**src/rtl/seven_seg_pkg.sv**
```systemverilog
// Shared types and code constants for the multiplexed seven-segment scanner.
package seven_seg_pkg;

  typedef enum logic {
    LIT = 1'b0,
    GAP = 1'b1
  } state_e;

  localparam logic [3:0] CODE_L         = 4'd10;
  localparam logic [3:0] CODE_E         = 4'd11;
  localparam logic [3:0] CODE_BLANK_MIN = 4'd12;

  function automatic logic is_blank_code(input logic [3:0] code);
    return (code >= CODE_BLANK_MIN);
  endfunction

endpackage

```
**src/rtl/seven_seg_scan_if.sv**
```systemverilog
// Frame write port: one 16-bit frame per accepted wr_en, backpressured by wr_ready.
interface seven_seg_scan_if;

  logic        wr_en;
  logic [15:0] wr_data;
  logic        wr_ready;

  modport master (output wr_en, output wr_data, input wr_ready);
  modport slave  (input wr_en, input wr_data, output wr_ready);

endinterface

```
**src/rtl/seven_seg_ctrl.sv**
```systemverilog
// Pure digit-code to segment decode; blanking and anode gating live in the caller.
module seven_seg_ctrl
  import seven_seg_pkg::*;
(
  input  logic [3:0] code_i,
  output logic [7:0] seg_o
);

  // Active-high segments, bit0 = a ... bit6 = g, bit7 = dp (never lit).
  always_comb begin
    seg_o = 8'h00;
    case (code_i)
      4'd0:    seg_o = 8'h3F;
      4'd1:    seg_o = 8'h06;
      4'd2:    seg_o = 8'h5B;
      4'd3:    seg_o = 8'h4F;
      4'd4:    seg_o = 8'h66;
      4'd5:    seg_o = 8'h6D;
      4'd6:    seg_o = 8'h7D;
      4'd7:    seg_o = 8'h07;
      4'd8:    seg_o = 8'h7F;
      4'd9:    seg_o = 8'h6F;
      CODE_L:  seg_o = 8'h38;
      CODE_E:  seg_o = 8'h79;
      default: seg_o = 8'h00;
    endcase
  end

endmodule

```
**src/rtl/seven_seg_scan.sv**
```systemverilog
// Four-digit scanner: LIT/GAP slot timing, double-buffered frame register committed
// at frame end, leading-zero blanking, and anode/segment gating.
module seven_seg_scan
  import seven_seg_pkg::*;
#(
  parameter int CLK_DIV = 100000,
  parameter int GAP_CYC = 1000
) (
  input  logic                    clk,
  input  logic                    rst_n,
  input  logic                    en,
  seven_seg_scan_if.slave         wr_bus,
  input  logic                    blank_lz,
  output logic [7:0]              seg,
  output logic [3:0]              an,
  output logic                    frame_done
);

  localparam int MAX_CYC = (CLK_DIV > GAP_CYC) ? CLK_DIV : GAP_CYC;
  localparam int CW      = $clog2(MAX_CYC) + 1;
  localparam logic [CW-1:0] LIT_LAST = CW'(CLK_DIV - 1);
  localparam logic [CW-1:0] GAP_LAST = CW'(GAP_CYC - 1);
  localparam logic [CW-1:0] CNT_ONE  = CW'(1);
  localparam logic [CW-1:0] CNT_ZERO = CW'(0);

  state_e        state_q, state_d;
  logic [CW-1:0] cnt_q, cnt_d;
  logic [1:0]    pos_q, pos_d;
  logic [15:0]   active_q, active_d;
  logic [15:0]   shadow_q, shadow_d;
  logic          pending_q, pending_d;

  logic          slot_end_s;
  logic          frame_end_s;
  logic          accept_s;
  logic [3:0]    code_s;
  logic [3:0]    lz_s;
  logic          lit_s;
  logic [7:0]    dec_seg_s;

  // Slot sequencing; en = 0 holds every counter in place.
  always_comb begin
    state_d    = state_q;
    cnt_d      = cnt_q;
    pos_d      = pos_q;
    slot_end_s = 1'b0;
    if (en) begin
      case (state_q)
        LIT: begin
          if (cnt_q == LIT_LAST) begin
            state_d = GAP;
            cnt_d   = CNT_ZERO;
          end else begin
            cnt_d   = cnt_q + CNT_ONE;
          end
        end
        GAP: begin
          if (cnt_q == GAP_LAST) begin
            state_d    = LIT;
            cnt_d      = CNT_ZERO;
            pos_d      = pos_q + 2'd1;
            slot_end_s = 1'b1;
          end else begin
            cnt_d      = cnt_q + CNT_ONE;
          end
        end
        default: begin
          state_d = GAP;
          cnt_d   = CNT_ZERO;
        end
      endcase
    end else begin
      state_d = state_q;
      cnt_d   = cnt_q;
      pos_d   = pos_q;
    end
  end

  assign frame_end_s = slot_end_s && (pos_q == 2'd3);
  assign accept_s    = wr_bus.wr_en && !pending_q;

  // Double buffer: a write landing on the commit edge bypasses the shadow.
  always_comb begin
    active_d  = active_q;
    shadow_d  = shadow_q;
    pending_d = pending_q;
    if (frame_end_s) begin
      if (accept_s) begin
        active_d  = wr_bus.wr_data;
        shadow_d  = wr_bus.wr_data;
        pending_d = 1'b0;
      end else if (pending_q) begin
        active_d  = shadow_q;
        pending_d = 1'b0;
      end else begin
        pending_d = 1'b0;
      end
    end else if (accept_s) begin
      shadow_d  = wr_bus.wr_data;
      pending_d = 1'b1;
    end else begin
      pending_d = pending_q;
    end
  end

  // State, counters and frame buffers.
  always_ff @(posedge clk or negedge rst_n) begin
    if (!rst_n) begin
      state_q   <= GAP;
      cnt_q     <= CNT_ZERO;
      pos_q     <= 2'd0;
      active_q  <= 16'hFFFF;
      shadow_q  <= 16'h0000;
      pending_q <= 1'b0;
    end else begin
      state_q   <= state_d;
      cnt_q     <= cnt_d;
      pos_q     <= pos_d;
      active_q  <= active_d;
      shadow_q  <= shadow_d;
      pending_q <= pending_d;
    end
  end

  assign code_s = active_q[{pos_q, 2'b00} +: 4];

  // lz_s[p]: code at p and every higher position is zero; position 0 never qualifies.
  always_comb begin
    lz_s    = 4'b0000;
    lz_s[3] = (active_q[15:12] == 4'd0);
    lz_s[2] = lz_s[3] && (active_q[11:8] == 4'd0);
    lz_s[1] = lz_s[2] && (active_q[7:4] == 4'd0);
    lz_s[0] = 1'b0;
  end

  assign lit_s = en && (state_q == LIT) && !is_blank_code(code_s)
                 && !(blank_lz && lz_s[pos_q]);

  seven_seg_ctrl u_ctrl (
    .code_i (code_s),
    .seg_o  (dec_seg_s)
  );

  assign seg             = lit_s ? dec_seg_s : 8'h00;
  assign an              = lit_s ? ~(4'b0001 << pos_q) : 4'b1111;
  assign frame_done      = frame_end_s;
  assign wr_bus.wr_ready = !pending_q;

endmodule

```
**src/flat_wrapper.sv**
```systemverilog
// flat-port wrapper written by rule: the top's interface ports become plain ports
module seven_seg_scan_flat import seven_seg_pkg::*;
#(
  parameter int CLK_DIV = 100000,
  parameter int GAP_CYC = 1000
)
  (clk, rst_n, en, blank_lz, seg, an, frame_done, wr_bus_wr_en, wr_bus_wr_data, wr_bus_wr_ready);
  seven_seg_scan_if wr_bus_i ();
  input  logic clk;
  input  logic rst_n;
  input  logic en;
  input  logic blank_lz;
  output logic [7:0] seg;
  output logic [3:0] an;
  output logic frame_done;
  input wire logic [$bits(wr_bus_i.wr_en)-1:0] wr_bus_wr_en;
  input wire logic [$bits(wr_bus_i.wr_data)-1:0] wr_bus_wr_data;
  output wire logic [$bits(wr_bus_i.wr_ready)-1:0] wr_bus_wr_ready;
  assign wr_bus_i.wr_en = wr_bus_wr_en;
  assign wr_bus_i.wr_data = wr_bus_wr_data;
  assign wr_bus_wr_ready = wr_bus_i.wr_ready;
  seven_seg_scan #(.CLK_DIV(CLK_DIV), .GAP_CYC(GAP_CYC)) u_core (.clk(clk), .rst_n(rst_n), .en(en), .wr_bus(wr_bus_i), .blank_lz(blank_lz), .seg(seg), .an(an), .frame_done(frame_done));
endmodule
```
**config.mk**
```make
export PLATFORM = sky130hd
export DESIGN_NAME = seven_seg_scan_flat
export DESIGN_NICKNAME = d
export VERILOG_FILES = /design/src/rtl/seven_seg_pkg.sv /design/src/rtl/seven_seg_scan_if.sv /design/src/rtl/seven_seg_ctrl.sv /design/src/rtl/seven_seg_scan.sv /design/src/flat_wrapper.sv
export SDC_FILE = /design/constraint.sdc
export NUM_CORES = 1
export LEC_CHECK = 0
export ABC_CLOCK_PERIOD_IN_PS = 3900
export CORE_MARGIN = 5
export CORE_UTILIZATION = 46
export DETAILED_ROUTE_END_ITERATION = 10
export DONT_BUFFER_PORTS = 1
export PLACE_DENSITY = 0.63
export SKIP_CTS_REPAIR_TIMING = 1
export SYNTH_ARGS = -nofsm -noshare
export SYNTH_HDL_FRONTEND = slang
export SYNTH_SLANG_ARGS = --single-unit
```
**constraint.sdc**
```tcl
create_clock -name clk -period 3.9 [get_ports clk]
set_clock_uncertainty 0.1 [all_clocks]
set_input_delay 0.195 -clock clk [delete_from_list [all_inputs] [get_ports clk]]
set_output_delay 0.195 -clock clk [all_outputs]
set_load 0.05 [all_outputs]
```
==> impl_metrics.json <==
{
  "synthSimpleGateAreaFrac_pct": 16.2,
  "clock_sinks": 54,
  "setup.worst_path.end_class": "primary output",
  "syn_to_final_growth_pct": 13.9,
  "synth_mux_area_share_pct": 17.1,
  "rsz0062_at_grt": "no",
  "fraction_of_final_layout_cells_with_drive_strength_greater_than_1_pct": 28.0,
  "max_cap_viol_count": 0,
  "worst_pin_slew_ps": 898,
  "detail_route.vias_per_cell": 5.49,
  "initial_utilization_pct": 48.0,
  "place_ws_ps": 1140,
  "synth.largest_area_cell": "dfrtp_1",
  "yosysWarningCount": 0,
  "post-route-worst-setup-slack_ps": 829,
  "crit_path_max_fanout": 9,
  "combinationalPowerShare_pct": 14.3,
  "boundaryPins": 35,
  "share_of_total_power_in_sequential_cells_pct": 54.4,
  "final.period_utilization_pct": 78.8,
  "yosys-top-cells-count": "dfrtp_1, mux2_2, nor2_1",
  "yosys_register_bits": 54,
  "detail_route.wirelength_microns": 5470,
  "via_count": 1898,
  "syn_area_sq_um": 2880,
  "worstSetupStartpointType": "register",
  "dieHeight_microns": 89.1,
  "share_of_synthesized_cell_area_in_full_adder_half_adder_and_majority_cells_pct": 4.78,
  "ff2ff_setup_slack_ps": 1720,
  "number_of_port_buffers": 0,
  "max_slew_margin_pct": 39.9,
  "netSwitchingPower_mw": 0.330,
  "synth_xor_area_share_pct": 4.57,
  "clk_latency_ps": 310,
  "swShare_pct": 26.9,
  "ys.flop_type": "dfrtp_1",
  "layout_min_cycle_time_ps": 3070,
  "tritoncts": "yes",
  "setup_viol_count_final": 0,
  "outcome": "finished clean",
  "path_clk_slew_ps": 100,
  "chipWidth_microns": 89.1,
  "syn-mean-instance-area_sq_um": 11.5,
  "grt_first_pass_wirelength_microns": 9340,
  "total_power_mw": 1.23,
  "drtIter0Drc": 145,
  "syn_nets": 282,
  "clkPwrFrac_pct": 31.3,
  "powerDensity_nw_per_um2": 375,
  "p_leak_nw": 1.43,
  "synthDominantCellAreaShare_pct": 32.2,
  "asyncSetResetFlopFracSynth_pct": 100,
  "worstHoldPathType": "input pin to register",
  "core_area_sq_um": 5990,
  "wl_per_cell_microns": 15.8,
  "clock_tree.buffer_depth": 2,
  "grt_overflow_total": 0,
  "route.antenna.remaining_nets": 0,
  "post_synth_main_area_contributors": "dfrtp_1, dfstp_2, mux2_2, ha_1, mux4_2",
  "syn_inst": 250,
  "cts_inserted_buffers": 5,
  "grt_max_degree": 55,
  "gp_routability_congestion": 0.830,
  "synth-compound-area-share_pct": 5.91,
  "cts_root_buf": "clkbuf_8",
  "cp.arrival_ps": 2780,
  "antenna_violations_before_repair": 0,
  "design.die.area_sq_um": 7940,
  "count_of_flip_flops_with_a_built_in_enable_after_synthesis": 0,
  "drtPass1Iterations": 4,
  "finish.net_count": 302,
  "maxSlewViolCount": 0,
  "hpwl_dp_microns": 3890,
  "global_route.usage.total_pct": 15.1,
  "setup-tns-final_ps": 0,
  "critical_path_class": "register to primary output",
  "proportion_of_synthesized_chip_area_in_sequential_cells_pct": 47.7,
  "ir_worst_vdd_mv": 0.249,
  "largest_family_of_logic_cells_by_synthesized_area": "multiplexers",
  "internal_power_mw": 0.899,
  "cts_htree_levels": 2,
  "yosysMostFrequentCell": "dfrtp_1",
  "maxClockFrequency_ghz": 0.326,
  "report.final.hold_viol_count": 0,
  "timing.critical_path.required_ps": 3610,
  "std_cell_rows": 28,
  "yosysUniqueCellTypes": 47,
  "drc": 0,
  "antennaDiodeCount": 0,
  "first_global_vias": 1820
}
-- per-layer routing --
metal / wire length [microns] / global-route usage (%)
met1: 2730 / 23.1
met2: 2390 / 21.2
met3: 284 / 3.50
met4: 67 / 4.87
met5: 0 / 0
-- power by group through the flow --
stage	Clock, mW	Sequential (mW)	Combinational (mW)
detailed placement	0	0.678	0.147
global placement	0	0.678	0.143
finish	0.384	0.669	0.176
CTS	0.400	0.668	0.148
floorplan	0	0.659	0.136
global route	0.422	0.678	0.199
-- logic make-up (layout without fill, tap and decap cells) --
group | after synthesis | count (layout)
flip-flops | 54 | 54
adder cells (fa/ha/maj) | 11 | 11
other | 1 | 1
multiplexers | 40 | 40
XOR/XNOR | 15 | 15
AND/OR/NAND/NOR | 79 | 79
AO/OA/AOI/OAI | 27 | 27
buffers and inverters | 23 | 44
-- area by class of cell --
| type | count | area (sq um) |
|---|---|---|
| sequential | 54 | 1370 |
| tap | 75 | 93.8 |
| inverter | 11 | 41.3 |
| timing repair buffer | 25 | 253 |
| multi-input combinational | 173 | 1400 |
| clock buffer | 5 | 68.8 |
| fill | 518 | 2710 |
| clock inverter | 3 | 47.5 |
-- placed cells by master (no fill, tap or decap), drive strengths merged, types with 4 or more instances in the layout --
cell,count
nor2,20
nand3,11
xor2,8
a21oi,13
inv,12
mux2,33
nand4,6
nor2b,4
clkbuf,5
buf,7
dfstp,17
ha,11
nand2,12
mux4,4
xnor2,7
and3,4
dfrtp,37
dlygate4sd3,18
-- through the flow --
step                      area (sq um)  hold WS [ps]  utilization (%)  instances
final                             3280          2.56             54.7        346
after global routing              3280          10.1             54.7        346
after CTS                         3070          -549             51.3        327
after detailed placement          2950          -199             49.3        319
after global placement            2950          -199             49.3        319
after floorplan                   2880          -201                -        250
-- final timing paths --
check | from | to | depth (start not counted)
max | u_core.pos_q[0]$_DFFE_PN0P_ | seg[1] | 6
min | wr_bus_wr_en | u_core.pending_q$_DFFE_PN0P_ | 2
max reg2reg | u_core.cnt_q[0]$_DFFE_PN0P_ | u_core.active_q[1]$_DFFE_PN1P_ | 6
min reg2reg | u_core.cnt_q[17]$_DFFE_PN0P_ | u_core.cnt_q[17]$_DFFE_PN0P_ | 1
max in group asynchronous | rst_n | u_core.state_q$_DFFE_PN1P_ | 2
min in group asynchronous | rst_n | u_core.shadow_q[9]$_DFFE_PN0P_ | 2
-- flip-flops by register name (all words and copies together) (netlist names) --
signal and flops:
u_core.pos_q 2, u_core.state_q 1, u_core.active_q 16, u_core.shadow_q 16, u_core.pending_q 1, u_core.cnt_q 18
-- critical path, stage by stage (launching register included) --
cell and delay [ps]:
dfrtp_1 570, mux4_2 610, inv_1 150, ha_1 260, a21oi_1 130, nor2_1 70
nor2_1 680
Power figures use the tool's default switching activity.
